## config.mk

```make
export PLATFORM = sky130hd
export DESIGN_NAME = exmem_stage
export DESIGN_NICKNAME = d
export VERILOG_FILES = /design/src/rtl/exmem_stage.sv
export SDC_FILE = /design/constraint.sdc
export NUM_CORES = 1
export LEC_CHECK = 0
export CAP_MARGIN = 20
export CORE_ASPECT_RATIO = 1.25
export CORE_MARGIN = 8
export CORE_UTILIZATION = 55
export CTS_BUF_LIST = sky130_fd_sc_hd__clkbuf_4
export DETAILED_ROUTE_END_ITERATION = 8
export PLACE_DENSITY_LB_ADDON = 0.2
export SYNTH_ARGS = -nofsm -noshare
export SYNTH_HDL_FRONTEND = slang
export SYNTH_SLANG_ARGS = --single-unit
export TNS_END_PERCENT = 50
```

## constraint.sdc

```tcl
create_clock -name clock -period 11.8 [get_ports clock]
set_input_delay 1.18 -clock clock [delete_from_list [all_inputs] [get_ports clock]]
set_output_delay 1.18 -clock clock [all_outputs]
set_load 0.005 [all_outputs]
```

## src/rtl/exmem_stage.sv

```systemverilog
// exmem_stage: MIPS execute stage with EX/MEM pipeline register and a
// 32-step shift-add multiplier feeding HI/LO.
module exmem_stage #(
    parameter int MULT_CYCLES = 32
) (
    input  logic        clock,
    input  logic        resetn,
    input  logic [31:0] signExtendedInstruction,
    input  logic [31:0] readData1,
    input  logic [31:0] readData2,
    input  logic [31:0] PcP4,
    input  logic [4:0]  RegDst0,
    input  logic [4:0]  RegDst1,
    input  logic        RegDstSelect,
    input  logic        Branch,
    input  logic        MemRead,
    input  logic        MemToReg,
    input  logic        MemWrite,
    input  logic        AluSrcSelect,
    input  logic        RegWrite,
    input  logic [1:0]  ALUOp,
    input  logic [5:0]  opCode,
    output logic        stall,
    output logic [31:0] EXMEMaluResult,
    output logic [31:0] EXMEMwriteData,
    output logic [4:0]  EXMEMwriteReg,
    output logic [31:0] EXMEMbranchTarget,
    output logic        EXMEMbranchTaken,
    output logic        EXMEMMemRead,
    output logic        EXMEMMemToReg,
    output logic        EXMEMMemWrite,
    output logic        EXMEMRegWrite,
    output logic        mulBusy
);

    localparam int CW = $clog2(MULT_CYCLES + 1);

    typedef enum logic {IDLE, RUN} state_t;

    state_t         state, state_next;
    logic [5:0]     funct;
    logic [4:0]     shamt;
    logic [31:0]    imm_zx, op_b;
    logic           r_type, is_mul, is_hilo, signed_mul, start, last_step;
    logic [31:0]    alu_result;
    logic           alu_known;
    logic [31:0]    hi, lo;
    logic [63:0]    mcand, acc, acc_step;
    logic [31:0]    mplier, mag_a, mag_b;
    logic           neg;
    logic [CW-1:0]  count;
    logic [31:0]    branch_target;
    logic           branch_taken;

    assign funct      = signExtendedInstruction[5:0];
    assign shamt      = signExtendedInstruction[10:6];
    assign imm_zx     = {16'h0, signExtendedInstruction[15:0]};
    assign op_b       = AluSrcSelect ? signExtendedInstruction : readData2;
    assign r_type     = ALUOp == 2'b10;
    assign is_mul     = r_type & (funct == 6'h18 | funct == 6'h19);
    assign is_hilo    = r_type & (funct == 6'h10 | funct == 6'h12);
    assign signed_mul = funct == 6'h18;
    assign stall      = mulBusy & (is_mul | is_hilo);
    // A mult only reaches here unstalled when the multiplier is idle.
    assign start      = is_mul & ~mulBusy;

    always_comb begin
        alu_result = 32'h0;
        alu_known  = 1'b1;
        case (ALUOp)
            2'b00: alu_result = readData1 + op_b;
            2'b01: alu_result = readData1 - op_b;
            2'b10: begin
                case (funct)
                    6'h20, 6'h21: alu_result = readData1 + op_b;
                    6'h22, 6'h23: alu_result = readData1 - op_b;
                    6'h24:        alu_result = readData1 & op_b;
                    6'h25:        alu_result = readData1 | op_b;
                    6'h26:        alu_result = readData1 ^ op_b;
                    6'h27:        alu_result = ~(readData1 | op_b);
                    6'h2A:        alu_result = {31'h0, $signed(readData1) < $signed(op_b)};
                    6'h2B:        alu_result = {31'h0, readData1 < op_b};
                    6'h00:        alu_result = readData2 << shamt;
                    6'h02:        alu_result = readData2 >> shamt;
                    6'h03:        alu_result = $signed(readData2) >>> shamt;
                    6'h10:        alu_result = hi;
                    6'h12:        alu_result = lo;
                    6'h18, 6'h19: alu_result = 32'h0;
                    default:      alu_known  = 1'b0;
                endcase
            end
            default: begin
                case (opCode)
                    6'h08, 6'h09: alu_result = readData1 + op_b;
                    6'h0A:        alu_result = {31'h0, $signed(readData1) < $signed(op_b)};
                    6'h0B:        alu_result = {31'h0, readData1 < op_b};
                    6'h0C:        alu_result = readData1 & imm_zx;
                    6'h0D:        alu_result = readData1 | imm_zx;
                    6'h0E:        alu_result = readData1 ^ imm_zx;
                    6'h0F:        alu_result = {signExtendedInstruction[15:0], 16'h0};
                    default:      alu_known  = 1'b0;
                endcase
            end
        endcase
    end

    assign branch_target = PcP4 + {signExtendedInstruction[29:0], 2'b00};
    assign branch_taken  = Branch & ((opCode == 6'h04 & readData1 == readData2) |
                                     (opCode == 6'h05 & readData1 != readData2));

    always_ff @(posedge clock or negedge resetn) begin
        if (!resetn) state <= IDLE;
        else         state <= state_next;
    end

    always_comb begin
        state_next = state == IDLE ? (start ? RUN : IDLE) : (last_step ? IDLE : RUN);
    end

    always_comb begin
        mulBusy = state == RUN;
    end

    // Signed multiply runs on magnitudes; the sign is reapplied on the final write.
    assign mag_a     = (signed_mul & readData1[31]) ? -readData1 : readData1;
    assign mag_b     = (signed_mul & readData2[31]) ? -readData2 : readData2;
    assign acc_step  = acc + (mplier[0] ? mcand : 64'h0);
    assign last_step = count == CW'(MULT_CYCLES - 1);

    always_ff @(posedge clock or negedge resetn) begin
        if (!resetn) begin
            mcand  <= 64'h0;
            mplier <= 32'h0;
            acc    <= 64'h0;
            neg    <= 1'b0;
            count  <= '0;
            hi     <= 32'h0;
            lo     <= 32'h0;
        end else if (state == IDLE) begin
            if (start) begin
                mcand  <= {32'h0, mag_a};
                mplier <= mag_b;
                acc    <= 64'h0;
                neg    <= signed_mul & (readData1[31] ^ readData2[31]);
                count  <= '0;
            end
        end else begin
            acc    <= acc_step;
            mcand  <= mcand << 1;
            mplier <= mplier >> 1;
            count  <= last_step ? '0 : count + 1'b1;
            if (last_step) {hi, lo} <= neg ? -acc_step : acc_step;
        end
    end

    always_ff @(posedge clock or negedge resetn) begin
        if (!resetn) begin
            EXMEMaluResult    <= 32'h0;
            EXMEMwriteData    <= 32'h0;
            EXMEMwriteReg     <= 5'h0;
            EXMEMbranchTarget <= 32'h0;
            EXMEMbranchTaken  <= 1'b0;
            EXMEMMemRead      <= 1'b0;
            EXMEMMemToReg     <= 1'b0;
            EXMEMMemWrite     <= 1'b0;
            EXMEMRegWrite     <= 1'b0;
        end else begin
            EXMEMaluResult    <= stall ? 32'h0 : alu_result;
            EXMEMwriteData    <= stall ? 32'h0 : readData2;
            EXMEMwriteReg     <= stall ? 5'h0 : (RegDstSelect ? RegDst1 : RegDst0);
            EXMEMbranchTarget <= stall ? 32'h0 : branch_target;
            EXMEMbranchTaken  <= ~stall & branch_taken;
            EXMEMMemRead      <= ~stall & MemRead;
            EXMEMMemToReg     <= ~stall & MemToReg;
            EXMEMMemWrite     <= ~stall & MemWrite;
            EXMEMRegWrite     <= ~stall & RegWrite & alu_known & ~is_mul;
        end
    end

endmodule

```

==> impl_metrics.toml <==
[drt]
drt-vias-per-instance = 6.58
ant_nets = 0
wl_per_cell_um = 27.4
post-route-drc-count = 0
vias = 34600
routed_wl_um = 144000
drt-initial-drc-count = 4033
dr.pass1.iters = 7

[sta]
setup_viol = 0
finalMaxSlewViolations = 0
finalSetupTns_ps = 0
period_minus_slack_ps = 6460
rsz0062_at_grt = "false"
finalHoldViolCount = 0
tightest_slew_ps = 1170
max_freq_mhz = 155
slew_headroom = 0.209
finClkSkew_ps = 64.4
period_share = 0.547

[clocking]
worstSkewPairLatency_ps = 920
cts.sink_count = 338
cts_buffers = 87
post_cts_buffers = 0
cts_resized = 0
holdBufCountCts = 0
clkTransAtPathRegs_ps = 70
cts_tree = "built"
htreeDepth = 3
clock_path_buffers = 3
cts-root-buf = "clkbuf_4"

[critical_path]
reg2reg_slack_ps = 5340
cp_max_fo = 65
cpLargestDelayFamily = "simple AND/OR/NAND/NOR gates"
crit_slowest_cell = "or4_1"
end_kind = "register"
cpPeakStageDelay_ps = 600
r2r-start = "mplier[0]$_DFFE_PN0P_"
cp_data_required_time_ps = 12580
cp.depth = 18
critical_path.cell_chain = "buf_4 > and2_1 > ha_1 > inv_1 > fa_1 > nand2b_1 > a21boi_1 > o2111ai_1 > nand2_1 > a311oi_1 > or4_4 > or2_1 > or4_1 > or4_1 > or3_1 > o41ai_2 > xor2_1 > o21ai_1"
r2r_cells = 18
worstSetupEndpoint = "hi[25]$_DFFE_PN0P_"
worstSetupStartpointType = "register"
path_buf_inv = 2
worstSetupPathType = "register to register"
rr_endpoint = "hi[25]$_DFFE_PN0P_"
critical_path.most_common_cell = "or4_1"
startpoint = "mplier[0]$_DFFE_PN0P_"
worstPathArrival_ps = 7230

[pwr]
power_mw = 4.56
ir_drop_uv = 111
powerDensity_nw_per_um2 = 124
p_leak_nw = 15.9

[synth]
yosysTopAreaCellShare = 0.260
ys.flop_type = "dfrtp_1"
synth_area_per_cell_um2 = 7.56
synth.area.top_cells = "dfrtp_1 26%, ha_1 9.2%, o21ai_0 7.7%"
syn_nets = 4700
synth-seq-cells = 338
yosys_warnings = 0
synth_cell_types = 92
synth_edf_count = 0
yosys.area.top_type = "dfrtp_1"
synthArstFlopShare = 1.00
syn_inst = 4302
yosysSeqAreaShare = 0.260
synth_area_um2 = 32500

[job]
cap_violations = 0

[layout]
final_cell_mix = "557 x nand2_1, 500 x o21ai_0, 374 x nor2_1, 347 x a21oi_1, 336 x dfrtp_1"
layout_commonest_cell = "nand2_1"
post-route-util = 0.628
final_layout_size_suffix_gt1_frac = 0.0676
syn_to_final_growth_pct = 12.9
final_nets = 4840

[placement]
place_hpwl_um = 110000
gp_routability_congestion = 1.14
port-buffer-count = 262

[status]
status = "complete, no violations"

[die]
die_w_um = 233
core_area_um2 = 58500
dieArea_um2 = 67200
die_h_um = 288
start_util = 0.556
num_io_pins = 263
rows = 99

[global_routing]
grtUsageTotal = 0.417
grt_pass1_wl_um = 211000
antenna_found_initial = 10
grt_overflow = 0
grt_max_degree = 111
grt_pass1_vias = 33200

[worst_hold_path]
min_path_type = "primary input to async pin"
registers in the layout, summed over array words and instances (netlist names), 5 cells and up:
| signal | flops |
|---|---|
| acc | 64 |
| mcand | 64 |
| EXMEMaluResult | 32 |
| EXMEMbranchTarget | 32 |
| EXMEMwriteData | 32 |
| hi | 32 |
| lo | 32 |
| mplier | 32 |
| count | 6 |
| EXMEMwriteReg | 5 |
how the worst min path moves through the flow:
stage / cells after the start / slack, ps / endpoint
2_1_floorplan: 2 / 440 / hi[17]$_DFFE_PN0P_
3_3_place_gp: 2 / 460 / lo[10]$_DFFE_PN0P_
3_5_place_dp: 2 / 470 / lo[2]$_DFFE_PN0P_
4_1_cts: 1 / 220 / EXMEMbranchTarget[23]$_DFF_PN0_
5_1_grt: 1 / 280 / EXMEMbranchTarget[23]$_DFF_PN0_
6_report: 1 / 200 / EXMEMbranchTarget[23]$_DFF_PN0_
report_power, final:
group / internal, mW / switching (mW)
combinational: 0.711 / 1.22
sequential: 1.39 / 0.165
clock: 0.534 / 0.542
logic make-up (layout without fill, tap and decap cells):
kind of cell | Yosys count | in the layout | share of synthesized area
AOI/OAI and AO/OA | 1392 | 1392 | 0.266
and+or+nand+nor | 1480 | 1480 | 0.210
muxes | 129 | 129 | 0.0419
buffers and inverters | 449 | 645 | 0.0549
adders and majority gates | 243 | 243 | 0.0945
xor gates and xnor gates | 271 | 271 | 0.0730
DFF | 338 | 338 | 0.260
other | 0 | 5 | 0
stage by stage:
step	worst slack (ps)	hold slack (ps)	std cells	cell area [um^2]
after floorplan	6200	442	4302	32500
after global placement	5500	462	5109	35600
after detailed placement	5480	470	5109	35600
after CTS	5470	224	5254	36700
after global routing	5100	277	5256	36700
final	5340	196	5260	36700
layer usage:
metal	GRT usage	wire length (um)
met5	0	53
met2	0.654	63300
met3	0.0921	14000
met1	0.476	51900
met4	0.369	15100
area by class of cell:
cell class / instances / area (um^2)
fill: 5274 / 21800
tap: 757 / 947
timing repair buffer: 348 / 3250
sequential: 338 / 8460
clock inverter: 27 / 225
antenna: 5 / 12.5
clock buffer: 118 / 886
inverter: 152 / 571
multi-input combinational: 3515 / 22300
synth_stat cells (all sizes together), types with 43 or more instances:
cell and instances:
a21oi 348, a21o 58, nand2 558, nor2 376
inv 149, nand2b 52, ha 239, mux2i 117
o21ai 524, nor3 92, dfrtp 338, buf 55
xnor2 144, clkbuf 242, a31oi 43, and2 110
nand3 74, xor2 127
Note: power is estimated with default switching activity, not from simulation.
